<file path="config.mk">
export PLATFORM = sky130hd
export DESIGN_NAME = tile_map_writer
export DESIGN_NICKNAME = d
export VERILOG_FILES = /design/src/rtl/display_pkg.sv /design/src/rtl/tile_lane_encoder.sv /design/src/rtl/tile_map_writer.sv
export SDC_FILE = /design/constraint.sdc
export NUM_CORES = 1
export LEC_CHECK = 0
export BUFFER_PORTS_ARGS = -buffer_cell sky130_fd_sc_hd__buf_2
export CAP_MARGIN = 5
export CORE_ASPECT_RATIO = 0.7
export CORE_MARGIN = 8
export CORE_UTILIZATION = 55
export DETAILED_ROUTE_END_ITERATION = 10
export MAX_ROUTING_LAYER = met4
export PLACE_DENSITY = 0.8
export SYNTH_ARGS = -nofsm -noshare
export SYNTH_HDL_FRONTEND = slang
export SYNTH_SLANG_ARGS = --single-unit
</file>
<file path="constraint.sdc">
create_clock -name iCLK_50 -period 3.73 [get_ports iCLK_50]
set_input_delay 0.746 -clock iCLK_50 [delete_from_list [all_inputs] [get_ports iCLK_50]]
set_output_delay 0.746 -clock iCLK_50 [all_outputs]
set_load 0.02 [all_outputs]
</file>
<file path="src/rtl/display_pkg.sv">
// Shared display geometry, tile-map command opcodes and writer FSM states.
package display_pkg;

  localparam int DEFAULT_TILES_PER_LINE = 100;
  localparam int DEFAULT_TILES_PER_COL  = 60;

  // Character index and word counter widths for the default 100x60 map.
  localparam int IDX_WIDTH  = 13;
  localparam int WORD_WIDTH = 11;

  typedef enum logic [1:0] {
    OP_WRITE    = 2'b00,
    OP_FILL_ROW = 2'b01,
    OP_FILL_ALL = 2'b10
  } op_e;

  typedef enum logic [1:0] {
    IDLE  = 2'b00,
    WRITE = 2'b01,
    FILL  = 2'b10
  } state_e;

endpackage

</file>
<file path="src/rtl/tile_lane_encoder.sv">
// Maps a character index and tile to a word address, one-hot byte lane and
// lane-shifted write data (write-side dual of the read lane select).
module tile_lane_encoder
  import display_pkg::*;
(
  input  logic [IDX_WIDTH-1:0]  char_idx,
  input  logic [7:0]            tile,
  output logic [WORD_WIDTH-1:0] word,
  output logic [3:0]            byteenable,
  output logic [31:0]           writedata
);

  assign word = char_idx[IDX_WIDTH-1:2];

  genvar gi;
  generate
    for (gi = 0; gi < 4; gi++) begin : g_lane
      assign byteenable[gi]        = (char_idx[1:0] == 2'(gi));
      assign writedata[8*gi +: 8]  = (char_idx[1:0] == 2'(gi)) ? tile : 8'h00;
    end
  endgenerate

endmodule

</file>
<file path="src/rtl/tile_map_writer.sv">
// Turns single-tile, row-fill and screen-fill commands into byte-enabled
// 32-bit writes to the tile-index RAM, honouring waitrequest.
module tile_map_writer
  import display_pkg::*;
#(
  parameter int          TILES_PER_LINE = DEFAULT_TILES_PER_LINE,
  parameter int          TILES_PER_COL  = DEFAULT_TILES_PER_COL,
  parameter int          ADDR_WIDTH     = 30,
  parameter int unsigned BASE_WORD      = 0
) (
  input  logic                  iCLK_50,
  input  logic                  iRST,
  input  logic                  i_cmd_valid,
  output logic                  o_cmd_ready,
  input  logic [1:0]            i_cmd_op,
  input  logic [6:0]            i_cmd_x,
  input  logic [5:0]            i_cmd_y,
  input  logic [7:0]            i_cmd_tile,
  output logic [ADDR_WIDTH-1:0] o_tiles_idx_addr,
  output logic                  o_tiles_idx_write,
  output logic [31:0]           o_tiles_idx_writedata,
  output logic [3:0]            o_tiles_idx_byteenable,
  input  logic                  i_tiles_idx_waitrequest,
  output logic                  o_busy,
  output logic                  o_err
);

  localparam logic [IDX_WIDTH-1:0]  TPL_IDX  = IDX_WIDTH'(TILES_PER_LINE);
  localparam logic [WORD_WIDTH-1:0] WPL      = WORD_WIDTH'(TILES_PER_LINE / 4);
  localparam logic [WORD_WIDTH-1:0] LAST_ALL = WORD_WIDTH'(TILES_PER_LINE * TILES_PER_COL / 4 - 1);
  localparam logic [ADDR_WIDTH-1:0] BASE     = ADDR_WIDTH'(BASE_WORD);

  state_e                  state_reg, state_next;
  logic [ADDR_WIDTH-1:0]   addr_reg, addr_next;
  logic                    write_reg, write_next;
  logic [31:0]             data_reg, data_next;
  logic [3:0]              be_reg, be_next;
  logic                    err_reg, err_next;
  logic [WORD_WIDTH-1:0]   cnt_reg, cnt_next;
  logic [WORD_WIDTH-1:0]   last_reg, last_next;

  logic [IDX_WIDTH-1:0]    char_idx;
  logic [WORD_WIDTH-1:0]   enc_word;
  logic [3:0]              enc_be;
  logic [31:0]             enc_data;
  logic [WORD_WIDTH-1:0]   row_start;
  logic                    x_ok, y_ok, accept, done;

  assign char_idx  = IDX_WIDTH'(i_cmd_x) + IDX_WIDTH'(i_cmd_y) * TPL_IDX;
  assign row_start = WORD_WIDTH'(i_cmd_y) * WPL;
  assign x_ok      = int'(i_cmd_x) < TILES_PER_LINE;
  assign y_ok      = int'(i_cmd_y) < TILES_PER_COL;

  tile_lane_encoder u_encoder (
    .char_idx   (char_idx),
    .tile       (i_cmd_tile),
    .word       (enc_word),
    .byteenable (enc_be),
    .writedata  (enc_data)
  );

  assign o_cmd_ready = (state_reg == IDLE) && !iRST;
  assign accept      = i_cmd_valid && o_cmd_ready;
  assign done        = write_reg && !i_tiles_idx_waitrequest;

  always_comb begin
    state_next = state_reg;
    addr_next  = addr_reg;
    write_next = write_reg;
    data_next  = data_reg;
    be_next    = be_reg;
    cnt_next   = cnt_reg;
    last_next  = last_reg;
    err_next   = 1'b0;
    case (state_reg)
      IDLE: begin
        if (accept) begin
          case (i_cmd_op)
            OP_WRITE: begin
              if (x_ok && y_ok) begin
                addr_next  = BASE + ADDR_WIDTH'(enc_word);
                data_next  = enc_data;
                be_next    = enc_be;
                write_next = 1'b1;
                state_next = WRITE;
              end else begin
                err_next = 1'b1;
              end
            end
            OP_FILL_ROW: begin
              if (y_ok) begin
                cnt_next   = row_start;
                last_next  = row_start + WPL - WORD_WIDTH'(1);
                addr_next  = BASE + ADDR_WIDTH'(row_start);
                data_next  = {4{i_cmd_tile}};
                be_next    = 4'hF;
                write_next = 1'b1;
                state_next = FILL;
              end else begin
                err_next = 1'b1;
              end
            end
            OP_FILL_ALL: begin
              cnt_next   = '0;
              last_next  = LAST_ALL;
              addr_next  = BASE;
              data_next  = {4{i_cmd_tile}};
              be_next    = 4'hF;
              write_next = 1'b1;
              state_next = FILL;
            end
            default: err_next = 1'b1;
          endcase
        end
      end
      WRITE: begin
        if (done) begin
          write_next = 1'b0;
          state_next = IDLE;
        end
      end
      FILL: begin
        // Address steps only on a completed write, so a stall holds everything.
        if (done) begin
          if (cnt_reg == last_reg) begin
            write_next = 1'b0;
            state_next = IDLE;
          end else begin
            cnt_next  = cnt_reg + WORD_WIDTH'(1);
            addr_next = BASE + ADDR_WIDTH'(cnt_reg + WORD_WIDTH'(1));
          end
        end
      end
      default: begin
        write_next = 1'b0;
        state_next = IDLE;
      end
    endcase
  end

  always_ff @(posedge iCLK_50) begin
    if (iRST) begin
      state_reg <= IDLE;
      addr_reg  <= '0;
      write_reg <= 1'b0;
      data_reg  <= '0;
      be_reg    <= '0;
      err_reg   <= 1'b0;
      cnt_reg   <= '0;
      last_reg  <= '0;
    end else begin
      state_reg <= state_next;
      addr_reg  <= addr_next;
      write_reg <= write_next;
      data_reg  <= data_next;
      be_reg    <= be_next;
      err_reg   <= err_next;
      cnt_reg   <= cnt_next;
      last_reg  <= last_next;
    end
  end

  assign o_tiles_idx_addr       = addr_reg;
  assign o_tiles_idx_write      = write_reg;
  assign o_tiles_idx_writedata  = data_reg;
  assign o_tiles_idx_byteenable = be_reg;
  assign o_busy                 = (state_reg != IDLE);
  assign o_err                  = err_reg;

endmodule

</file>
==> results.cfg, run 1 <==
[worst_setup_path]
cp-end-kind = flop
cp-start-kind = primary input
critical-path-top-delay-family = adder cells
critPathKind = in2reg
cp_num_buf_inv = 1
cp_slowest_stage_delay_ns = 0.52
crit_chain = buf_2 > ha_1 > ha_1 > ha_1 > fa_1 > a211oi_2 > nor2_1 > nand4b_2 > or3_1 > o22a_1 > a211oi_2
crit_arrival_ns = 3.70
rr_worst_depth = 6
crit_slowest_cell = fa_1
crit_top_cell = ha_1
crit_cells = 11
reg2reg_slack_ns = 1.27
cp_max_fo = 4
required_ns = 3.98

[sta]
setup_viol = 0
fin_crit_ns = 3.452
tightestPinTransition_ns = 0.9145
setup_tns_ns = 0
slew_violations = 0
finClkSkew_ns = 0.006639
rsz0062_at_grt = no
slew_headroom = 0.3903
max_freq_mhz = 289.7
timing_hold_violations_final = 0
fin_crit_sh = 0.9255

[synth]
ys_seq_area_frac = 0.3231
syn-instance-count = 530
yosysWarnings = 0
synth_area_sq_um = 4586
synth-edff-count = 0
synth_top_area_cell = dfxtp_1
synth_top_area_share = 0.3231
postSynthAreaPerCell_sq_um = 8.652
yosys-top-cells-area = dfxtp_1 (32%), ha_1 (9.5%), a22oi_1 (5.4%)
synth-seq-cells = 74
yosysMostFrequentCell = dfxtp_1
synth_commonest_cells = dfxtp_1 (74), nor2_1 (63), ha_1 (35)
synth_ff_type = dfxtp_1
synth_cell_types = 74
async_reset_ff_frac = 0

[finish]
fin_nets = 669
drive_gt1_frac = 0.2262
area_delta_synth_final_pct = 16.10
final_core_util = 0.6439
fill_cells = 681
fin_area_sq_um = 5324
largest_register_ffs = 32
diodes = 0

[global_route]
grt_pass1_vias = 4114
overflow = 0
grt_max_degree = 52
grt_pass1_wl_mm = 20.65
grt.total_usage = 0.2203
antenna_found_initial = 0

[floorplan]
core_area_sq_um = 8268
die_x_microns = 125.1
num_rows = 28
start_util = 0.5546
io_pins = 97
die_y_microns = 92.40
die-area_sq_um = 11560

[outcome]
status = finished, final reports clean

[flow_run]
maxCapViolations = 0

[drt]
drtIter0Drc = 566
num_vias = 4282
ant_nets = 0
finalWirelength_mm = 12.73
drc = 0
wire_per_inst_microns = 17.80
drt_pass1_iterations = 5
vias_per_cell = 5.989

[placement]
gp_congestion = 0.9246
place_area_sq_um = 5014
dp_hpwl_mm = 9.482
io_buffers = 78

[clock_network]
cts.htree.levels = 3
cts_tree = yes
postCtsResizedCells = 0
cts_buffer_depth = 2
cts-buffers-inserted = 9
clock_tree.root_cell = clkbuf_16
cts_setup_buffers = 0
clock-sinks = 74
clk_latency_ns = 0.34
cts-hold-fix-buffers = 0
clkSlewWorstSetupHoldPaths_ns = 0.06

[pwr]
power_mw = 2.483
power_density_nw_per_um2 = 466.4
ir_drop_mv = 0.3159
p_leak_nw = 2.361

[hold_path]
whs_path_depth = 2
hp-class = reg2reg
==> per-layer routing <==
metal,track usage,share of wire,vias to the layer above,routed length [microns]
met5,-,0,-,0
met4,0.05651,0.011,0,138
met3,0.04360,0.079,18,1002
met2,0.3493,0.46,194,5916
met1,0.2833,0.45,2035,5670
li1,-,-,2035,-
==> cells by family (layout without fill, tap and decap cells) <==
kind of cell	Yosys count	after routing	synth area share
and+or+nand+nor	175	175	0.1995
AOI/OAI and AO/OA	147	147	0.2382
DFF	74	74	0.3231
buffers and inverters	66	129	0.07613
adders and majority gates	37	37	0.1042
xor gates and xnor gates	27	27	0.05157
muxes	3	3	0.006549
other	1	18	0.0008178
==> report_power, final <==
part	switching (mW)	internal (mW)
Combinational	0.443	0.277
Clock	0.359	0.543
Sequential	0.0303	0.831
Total	0.832	1.65
==> cells in the final DEF, fill, tap and decap left out, types with 3 or more instances in the layout <==
cell type and instances:
buf_2 78, o21ai_1 3, nor2_4 4, a211oi_1 10, nand4_1 6, xor2_1 18, clkbuf_16 9, a21oi_1 31
ha_1 35, or2_2 3, xnor2_1 9, buf_4 16, a21o_1 3, nor4_1 3, mux2i_1 3, o211ai_1 3
a31oi_1 3, inv_6 3, o21a_1 4, nor3_1 15, o21ai_0 15, or3_1 8, a311oi_1 3, inv_1 19
nand3b_1 4, a311o_1 3, conb_1 18, nand3_1 12, nor2b_1 14, nor2_1 63, nand2_1 26, dfxtp_1 74
o31ai_1 3, or2_1 3, a22oi_1 33
==> worst min-delay path, cell delays in order, from the launching register on <==
cell and delay [ns]:
dfxtp_1 0.30, nand2_1 0.05, a21oi_1 0.05
==> cell type report <==
cell class	count	area (sq um)	area share
Sequential cell	74	1481	0.2783
Tap cell	105	131.4	0.02468
Inverter	19	71.32	0.01340
Clock inverter	6	71.32	0.01340
Clock buffer	10	239.0	0.04489
Timing Repair Buffer	94	510.5	0.09589
Multi-Input combinational cell	407	2819	0.5295
==> through the flow <==
step	cells	hold slack, ns	setup slack [ns]
after floorplan	547	0.4434	0.2625
after global routing	715	0.4717	0.09597
after global placement	699	0.4379	0.03015
final	715	0.4475	0.2781
after detailed placement	699	0.4427	-0.06350
after CTS	715	0.4509	0.2746
==> final timing paths <==
kind / startpoint / end
setup / recovery: i_cmd_y[1] / o_tiles_idx_addr[9]$_SDFFE_PP0P_
hold / removal: o_tiles_idx_addr[2]$_SDFFE_PP0P_ / o_tiles_idx_addr[2]$_SDFFE_PP0P_
setup reg to reg: cnt_reg[4]$_SDFFE_PP0P_ / cnt_reg[8]$_SDFFE_PP0P_
hold reg to reg: o_tiles_idx_addr[2]$_SDFFE_PP0P_ / o_tiles_idx_addr[2]$_SDFFE_PP0P_
No activity file was read; power rests on OpenSTA's default activity.
==> run 2, diff against run 1 <==
- PLACE_DENSITY: 0.8 -> 0.91
- SLEW_MARGIN: not set -> 20
==> results.cfg, run 2 (same netlist as run 1, synthesis figures left out) <==
[finish]
final_common_cell = buf_2
diodes = 0
regArea_sq_um = 1481
fill_cells = 663
fin_nets = 670
drive_gt1_frac = 0.2275
final_core_util = 0.6447
final_cell_mix = buf_2 (78), dfxtp_1 (74), nor2_1 (63)
stdcell_count = 716
multi_input_area_sq_um = 2819
area_delta_synth_final_pct = 16.23
largest_register_ffs = 32

[drt]
wire_per_inst_microns = 19.01
num_vias = 4435
finalWirelength_mm = 13.61
drc = 0
drtIter0Drc = 463
drt_pass1_iterations = 7
vias_per_cell = 6.194
ant_nets = 0

[outcome]
status = finished, final reports clean

[global_route]
antenna_found_initial = 0
grt_pass1_vias = 4334
overflow = 0
grt_pass1_wl_mm = 21.82
grt.total_usage = 0.2379
grt_max_degree = 50

[worst_setup_path]
critPathKind = in2reg
cp_slowest_stage_delay_ns = 0.48
cp-startpoint = i_cmd_y[1]
cp-start-kind = primary input
crit_slowest_cell = fa_1
crit_arrival_ns = 3.71
cp-end-kind = flop
crit_top_cell = ha_1
crit_chain = buf_2 > ha_1 > ha_1 > ha_1 > fa_1 > a211oi_2 > nor2_1 > nand4b_2 > or3_1 > o22a_1 > a211oi_2
cp_max_fo = 4
required_ns = 3.99
r2r_start = state_reg[1]$_SDFFE_PP0P_
rr_worst_depth = 5

[floorplan]
die-area_sq_um = 11560
die_y_microns = 92.40
core_area_sq_um = 8268
io_pins = 97
die_x_microns = 125.1
start_util = 0.5546
num_rows = 28

[pwr]
ir_drop_mv = 0.2781
power_density_nw_per_um2 = 468.4
p_leak_nw = 2.369
power_mw = 2.496

[sta]
holdWs_ns = 0.4554
fin_crit_sh = 0.9257
final.setup.worst_slack_ns = 0.2772
slew_headroom = 0.4244
rsz0062_at_grt = no
setup_viol = 0
fin_crit_ns = 3.453
slew_violations = 0
timing_hold_violations_final = 0
finClkSkew_ns = 0.007419
max_freq_mhz = 289.6
tightestPinTransition_ns = 0.8613

[clock_network]
clock-sinks = 74
postCtsResizedCells = 0
cts_buffer_depth = 2
cts.htree.levels = 3
clk_latency_ns = 0.34
cts-buffers-inserted = 9
cts-hold-fix-buffers = 0
clkSlewWorstSetupHoldPaths_ns = 0.06
cts_setup_buffers = 0
cts_tree = yes
clock_tree.root_cell = clkbuf_16

[placement]
place_ws_ns = -0.01767
dp_hpwl_mm = 10.10
placedCellCount = 700
io_buffers = 78
gp_congestion = 0.9253

[hold_path]
min_from = o_tiles_idx_addr[2]$_SDFFE_PP0P_
whs_path_depth = 2
hp-class = reg2reg

[flow_run]
maxCapViolations = 0
[run 2: power by group]
group | total (mW) | switching [mW] | internal, mW
Combinational | 0.738 | 0.454 | 0.284
Sequential | 0.863 | 0.0319 | 0.831
Clock | 0.896 | 0.365 | 0.531
[run 2: per-layer routing]
| layer | vias to the layer above | wire length (microns) | share of wire | global-route usage |
|---|---|---|---|---|
| met2 | 249 | 6485 | 0.48 | 0.3925 |
| met5 | - | 0 | 0 | - |
| met4 | 0 | 413 | 0.030 | 0.1019 |
| met3 | 43 | 1133 | 0.083 | 0.05622 |
| li1 | 2046 | - | - | - |
| met1 | 2097 | 5581 | 0.41 | 0.2749 |
[run 2: final cells by class]
cell class / instances / area share
Timing Repair Buffer: 95 / 0.09718
Clock inverter: 7 / 0.01573
Tap cell: 105 / 0.02465
Sequential cell: 74 / 0.2779
Inverter: 19 / 0.01338
Clock buffer: 9 / 0.04225
Multi-Input combinational cell: 407 / 0.5289
[run 2: path summary, 6_finish.rpt]
check	to	slack [ns]
setup / recovery	o_tiles_idx_addr[9]$_SDFFE_PP0P_	0.28
hold reg to reg	o_tiles_idx_addr[2]$_SDFFE_PP0P_	0.46
setup reg to reg	o_tiles_idx_addr[3]$_SDFFE_PP0P_	1.10
hold / removal	o_tiles_idx_addr[2]$_SDFFE_PP0P_	0.46
[run 2: critical path: cells and delay by family]
kind / cells / cell delay [ns]
buf+inv: 1 / 0.13
fa+ha+maj: 4 / 1.39
compound gates: 3 / 0.72
simple gates: 3 / 0.72
[run 2: stage by stage]
step	setup TNS, ns	instance area, sq um
2_1_floorplan	0	4649
3_3_place_gp	0	5021
3_5_place_dp	-0.01767	5021
4_1_cts	0	5330
5_1_grt	0	5330
6_report	0	5330
